--- src/rtl/css_mcu0_el2_dma_addr_rsp.sv ---
// DMA address checker: classifies one request against DCCM/PIC windows, forwards
// legal requests to the core and returns a tagged response with an error code.
//   state | meaning
//   IDLE  | ready for a new request
//   FWD   | request presented on dma_*, waiting for dma_ready
//   WAIT  | forwarded, waiting for dma_rsp_valid from the core
//   RESP  | response presented on rsp_*, waiting for rsp_ready
module css_mcu0_el2_dma_addr_rsp #(
  parameter logic [31:0] DCCM_SADR     = 32'hF004_0000,
  parameter int unsigned DCCM_SIZE     = 64,
  parameter logic [31:0] PIC_BASE_ADDR = 32'hF00C_0000,
  parameter int unsigned PIC_SIZE      = 32
) (
  input  logic        clk,
  input  logic        rst_l,
  input  logic        req_valid,
  output logic        req_ready,
  input  logic [31:0] req_addr,
  input  logic [2:0]  req_size,
  input  logic        req_write,
  input  logic [63:0] req_wdata,
  input  logic [3:0]  req_tag,
  output logic        dma_valid,
  input  logic        dma_ready,
  output logic [31:0] dma_addr,
  output logic [2:0]  dma_size,
  output logic        dma_write,
  output logic [63:0] dma_wdata,
  input  logic        dma_rsp_valid,
  input  logic [63:0] dma_rsp_data,
  input  logic        dma_rsp_err,
  output logic        rsp_valid,
  input  logic        rsp_ready,
  output logic        rsp_err,
  output logic [2:0]  rsp_code,
  output logic [63:0] rsp_rdata,
  output logic [3:0]  rsp_tag,
  output logic [7:0]  err_count
);

  localparam logic [31:0] DCCM_BYTES = 32'(DCCM_SIZE * 1024);
  localparam logic [31:0] PIC_BYTES  = 32'(PIC_SIZE * 1024);

  localparam logic [2:0] CODE_OK    = 3'd0;
  localparam logic [2:0] CODE_UNMAP = 3'd1;
  localparam logic [2:0] CODE_ALIGN = 3'd2;
  localparam logic [2:0] CODE_PICW  = 3'd3;
  localparam logic [2:0] CODE_ECC   = 3'd4;

  typedef enum logic [1:0] {IDLE, FWD, WAIT, RESP} state_t;

  state_t      state_q;
  logic        req_ready_q;
  logic        dma_valid_q;
  logic [31:0] addr_q;
  logic [2:0]  size_q;
  logic        write_q;
  logic [63:0] wdata_q;
  logic        rsp_valid_q;
  logic        rsp_err_q;
  logic [2:0]  rsp_code_q;
  logic [63:0] rsp_rdata_q;
  logic [3:0]  rsp_tag_q;
  logic [7:0]  err_count_q;

  logic [2:0]  len_m1;
  logic [31:0] end_addr;
  logic        start_dccm, end_dccm, start_pic, end_pic;
  logic [2:0]  code_d;

  // Unsigned offset compare also rejects addresses below the base (they wrap high).
  function automatic logic in_win(input logic [31:0] a, input logic [31:0] base,
                                  input logic [31:0] bytes);
    return (a - base) < bytes;
  endfunction

  always_comb begin
    len_m1 = 3'd0;
    case (req_size[1:0])
      2'd0: len_m1 = 3'd0;
      2'd1: len_m1 = 3'd1;
      2'd2: len_m1 = 3'd3;
      2'd3: len_m1 = 3'd7;
      default: len_m1 = 3'd0;
    endcase
  end

  assign end_addr   = req_addr + {29'd0, len_m1};
  assign start_dccm = in_win(req_addr, DCCM_SADR, DCCM_BYTES);
  assign end_dccm   = in_win(end_addr, DCCM_SADR, DCCM_BYTES);
  assign start_pic  = in_win(req_addr, PIC_BASE_ADDR, PIC_BYTES);
  assign end_pic    = in_win(end_addr, PIC_BASE_ADDR, PIC_BYTES);

  always_comb begin
    code_d = CODE_OK;
    if (req_size[2] || (|(req_addr[2:0] & len_m1)))
      code_d = CODE_ALIGN;
    else if (!((start_dccm && end_dccm) || (start_pic && end_pic)))
      code_d = CODE_UNMAP;
    else if (start_pic && (req_size != 3'd2))
      code_d = CODE_PICW;
  end

  always_ff @(posedge clk or negedge rst_l) begin
    if (!rst_l) begin
      state_q     <= IDLE;
      req_ready_q <= 1'b1;
      dma_valid_q <= 1'b0;
      addr_q      <= '0;
      size_q      <= '0;
      write_q     <= 1'b0;
      wdata_q     <= '0;
      rsp_valid_q <= 1'b0;
      rsp_err_q   <= 1'b0;
      rsp_code_q  <= CODE_OK;
      rsp_rdata_q <= '0;
      rsp_tag_q   <= '0;
      err_count_q <= '0;
    end else begin
      case (state_q)
        IDLE: begin
          if (req_valid) begin
            addr_q      <= req_addr;
            size_q      <= req_size;
            write_q     <= req_write;
            wdata_q     <= req_wdata;
            rsp_tag_q   <= req_tag;
            req_ready_q <= 1'b0;
            if (code_d != CODE_OK) begin
              state_q     <= RESP;
              rsp_valid_q <= 1'b1;
              rsp_code_q  <= code_d;
              rsp_err_q   <= 1'b1;
              rsp_rdata_q <= '0;
            end else begin
              state_q     <= FWD;
              dma_valid_q <= 1'b1;
            end
          end
        end
        FWD: begin
          if (dma_ready) begin
            dma_valid_q <= 1'b0;
            state_q     <= WAIT;
          end
        end
        WAIT: begin
          if (dma_rsp_valid) begin
            state_q     <= RESP;
            rsp_valid_q <= 1'b1;
            rsp_code_q  <= dma_rsp_err ? CODE_ECC : CODE_OK;
            rsp_err_q   <= dma_rsp_err;
            rsp_rdata_q <= write_q ? 64'd0 : dma_rsp_data;
          end
        end
        RESP: begin
          if (rsp_ready) begin
            rsp_valid_q <= 1'b0;
            req_ready_q <= 1'b1;
            state_q     <= IDLE;
            if (rsp_err_q && (err_count_q != 8'hFF))
              err_count_q <= err_count_q + 8'd1;
          end
        end
        default: begin
          state_q     <= IDLE;
          req_ready_q <= 1'b1;
          dma_valid_q <= 1'b0;
          rsp_valid_q <= 1'b0;
        end
      endcase
    end
  end

  assign req_ready = req_ready_q;
  assign dma_valid = dma_valid_q;
  assign dma_addr  = addr_q;
  assign dma_size  = size_q;
  assign dma_write = write_q;
  assign dma_wdata = wdata_q;
  assign rsp_valid = rsp_valid_q;
  assign rsp_err   = rsp_err_q;
  assign rsp_code  = rsp_code_q;
  assign rsp_rdata = rsp_rdata_q;
  assign rsp_tag   = rsp_tag_q;
  assign err_count = err_count_q;

endmodule

--- config.mk ---
export PLATFORM = sky130hd
export DESIGN_NAME = css_mcu0_el2_dma_addr_rsp
export DESIGN_NICKNAME = d
export VERILOG_FILES = /design/src/rtl/css_mcu0_el2_dma_addr_rsp.sv
export SDC_FILE = /design/constraint.sdc
export NUM_CORES = 1
export LEC_CHECK = 0
export CAP_MARGIN = 0
export CORE_MARGIN = 5
export CORE_UTILIZATION = 45
export DETAILED_ROUTE_END_ITERATION = 7
export PLACE_DENSITY = 0.9
export SYNTH_ARGS = -nofsm -noshare
export SYNTH_HDL_FRONTEND = slang
export SYNTH_SLANG_ARGS = --single-unit
--- constraint.sdc ---
create_clock -name clk -period 3.3 [get_ports clk]
set_input_delay 0.495 -clock clk [delete_from_list [all_inputs] [get_ports clk]]
set_output_delay 0.495 -clock clk [all_outputs]
set_load 0.05 [all_outputs]
==> impl_metrics.yaml <==
outcome:
  status: "complete, no violations"
critical_path:
  cp_max_fo: 16
  regToRegSetupSlack_ps: 1160
  critical-path-slowest-cell: "clkdlybuf4s50_1"
  reg2reg_to: "dma_wdata[3]"
  r2r_start: "state_q[0]"
  worstSetupStartpoint: "req_size[0]"
  cp_slowest_stage_delay_ps: 430
  endpoint: "rsp_rdata[49]"
  crit_type: "in -> reg"
  reg2regPathDepth: 5
  path_common_cell: "buf_4"
  end_kind: "flip-flop"
  path_cells: "clkdlybuf4s50_1, and2_1, ha_1, nor2_1, nor4_1, buf_4, a311o_1, a2111oi_2, buf_4, o2111ai_2, nand2_4, buf_12, mux2i_1"
  critical_path_arrival_ps: 3490
  crit_required_ps: 3640
  crit_path_start_kind: "input port"
route:
  drt_iter0_drc: 214
  wl_per_cell_um: 19.0
  drc: 0
  drt_wl_total_mm: 23.9
  firstDrtPassIters: 4
  vias: 6247
  ant_nets: 0
  via_per_inst: 4.97
sta:
  drv_slew: 0
  worst_clock_skew_ps: 8.39
  grt_setup_unrepaired: "no"
  hold_slack_ps: 139
  finalSetupViolCount: 0
  finalHoldViolCount: 0
  fmax_mhz: 317
  tightest_slew_ps: 774
  fin_crit_sh_pct: 95.6
  relSlewSlack_pct: 48.4
  post-route-min-period_ps: 3160
yosys:
  synth_top_family_by_area: "multiplexers"
  syn-cell-area_um2: 7890
  ys_ff_latch: 185
  synth_adder_area_share_pct: 1.11
  synthCells: 636
  synth_edf_count: 0
  synthArstFlopShare_pct: 100
  synth_nets: 818
  synth_compound_area_share_pct: 2.90
  synthMuxAreaShare_pct: 23.6
  seq_area_frac_synth_pct: 58.7
  synthFlopType: "dfrtp_1"
  synth-simple-area-share_pct: 7.58
  syn_area_per_cell_um2: 12.4
  synth_xor_area_share_pct: 0.888
  ys_types: 48
  ys_warn_count: 0
clocking:
  cts_buffers: 17
  clk_pin_slew_ps: 70
  htreeDepth: 4
  ctsHoldBuffers: 0
  cts_setup_buffers: 0
  cts_tree: "done"
  cts-root-buf: "clkbuf_16"
  cts_resized: 0
  cts_sinks: 185
  clk-insertion-delay-late_ps: 420
  cts.path.max_buffers: 2
power_and_ir_drop:
  leakage_uw: 0.00556
  ir_worst_vdd_uv: 782
  switching_share_pct: 46.1
  clockPowerShare_pct: 15.2
  power.density_nw_per_um2: 1050
  p_int_uw: 7120
  p_seq_share_pct: 27.7
  switching_power_uw: 6080
  p_comb_share_pct: 57.1
floorplan:
  die_area_um2: 20300
  boundaryPins: 358
  start_util_pct: 45.8
  core_um2: 17200
  fp.dieH_um: 142
  placementRows: 48
  die_w_um: 142
grt:
  globalRouteOverflowTotal: 0
  grt_max_degree: 83
  antenna_found_initial: 1
  track_usage_pct: 23.3
  grt_pass1_vias: 6809
  grt_pass1_wl_mm: 36.7
hold_path:
  holdCritPathClass: "in -> async"
placed_design:
  io_buffers: 357
  dp_hpwl_mm: 18.3
  place_congestion: 0.876
finish:
  syn2layout_area_growth_pct: 59.3
  drive_above_1_share_pct: 16.9
  layout_common_cells: "clkdlybuf4s50_1 (356), dfrtp_1 (184), mux2_2 (104)"
  fin_util_pct: 72.9
  final_common_cell: "clkdlybuf4s50_1"
  fin_nets: 1200
  fillers: 1164
job:
  cap_violations: 0
-- sequential cells by signal, summed over array words and instances, names as in the netlist --
| name | count |
|---|---|
| dma_wdata | 64 |
| rsp_rdata | 64 |
| dma_addr | 32 |
| err_count | 8 |
| rsp_tag | 4 |
| dma_size | 3 |
| rsp_code | 3 |
| state_q | 2 |
| dma_valid | 1 |
| dma_write | 1 |
| req_ready | 1 |
| rsp_err | 1 |
| rsp_valid | 1 |
-- power groups by stage --
stage / combinational, uW / clock [uW] / sequential [uW]
final: 7540 / 2010 / 3650
after floorplan: 1910 / 0 / 6580
after CTS: 7620 / 2060 / 3650
after global placement: 7470 / 0 / 3620
after global routing: 7850 / 2150 / 3770
after detailed placement: 7580 / 0 / 3680
-- layout make-up --
class	instances	area [um^2]	area share, %
Sequential cell	185	4630	36.9
Timing Repair Buffer	389	3920	31.2
Multi-Input combinational cell	349	2870	22.9
Clock buffer	18	429	3.42
Inverter	76	285	2.27
Tap cell	225	282	2.24
Clock inverter	13	143	1.14
Antenna cell	2	5.00	0.0398
-- cell families after synthesis --
kind of cell / count (synthesis)
flip-flops: 185
adder cells (fa/ha/maj): 7
AND/OR/NAND/NOR: 130
AO/OA/AOI/OAI: 31
buffers and inverters: 102
multiplexers: 173
XOR/XNOR: 8
-- through the flow --
stage | cells | total power, uW | cell area, um^2 | setup slack, ps | setup TNS (ps)
after global placement | 1224 | 11100 | 12000 | -193 | -11580
final | 1257 | 13200 | 12600 | 145 | 0
after global routing | 1256 | 13800 | 12600 | 5.23 | 0
after floorplan | 636 | 8500 | 7890 | 377 | 0
after detailed placement | 1224 | 11300 | 12000 | -245 | -13840
after CTS | 1255 | 13300 | 12600 | 47.3 | 0
-- how the worst min path moves through the flow --
stage | startpoint | endpoint | slack (ps) | depth (start not counted)
2_1_floorplan | rst_l | dma_addr[0] | 200 | 0
3_3_place_gp | dma_addr[26] | dma_addr[26] | 470 | 2
3_5_place_dp | dma_addr[26] | dma_addr[26] | 480 | 2
4_1_cts | rst_l | dma_addr[10] | 150 | 1
5_1_grt | rst_l | dma_addr[10] | 180 | 1
6_report | rst_l | dma_addr[10] | 140 | 1
-- cells in the mapped netlist (all sizes together) (2+ instances only) --
library cell | count | share of area [%]
mux2 | 105 | 15
nand3 | 5 | 0.32
a2111oi | 2 | 0.22
or4 | 4 | 0.43
dfrtp | 184 | 58
xor2 | 3 | 0.33
inv | 76 | 3.6
nor2b | 2 | 0.16
a32o | 2 | 0.25
clkbuf | 13 | 0.62
nor4 | 3 | 0.24
buf | 13 | 0.97
and3 | 2 | 0.16
a21oi | 7 | 0.44
nor2 | 13 | 0.62
and2 | 2 | 0.16
o2111ai | 2 | 0.30
xnor2 | 5 | 0.56
nand4 | 9 | 0.71
nand3b | 2 | 0.19
o21ai | 4 | 0.25
o211ai | 3 | 0.29
nand2 | 79 | 3.8
a221oi | 2 | 0.22
nor3 | 3 | 0.19
mux2i | 68 | 8.6
a32oi | 2 | 0.22
ha | 7 | 1.1
-- worst max-delay path: cells and delay by family --
| kind | cells | cell delay, ps |
|---|---|---|
| AOI/OAI and AO/OA | 3 | 920 |
| buffers and inverters | 4 | 950 |
| muxes | 1 | 210 |
| and+or+nand+nor | 4 | 640 |
| adders and majority gates | 1 | 280 |
-- metal layers --
layer / track usage, % / routed length, um
met1: 26.2 / 8830
met2: 41.4 / 12700
met3: 6.79 / 1550
met4: 9.35 / 813
met5: 0 / 0
Power figures use the tool's default switching activity.
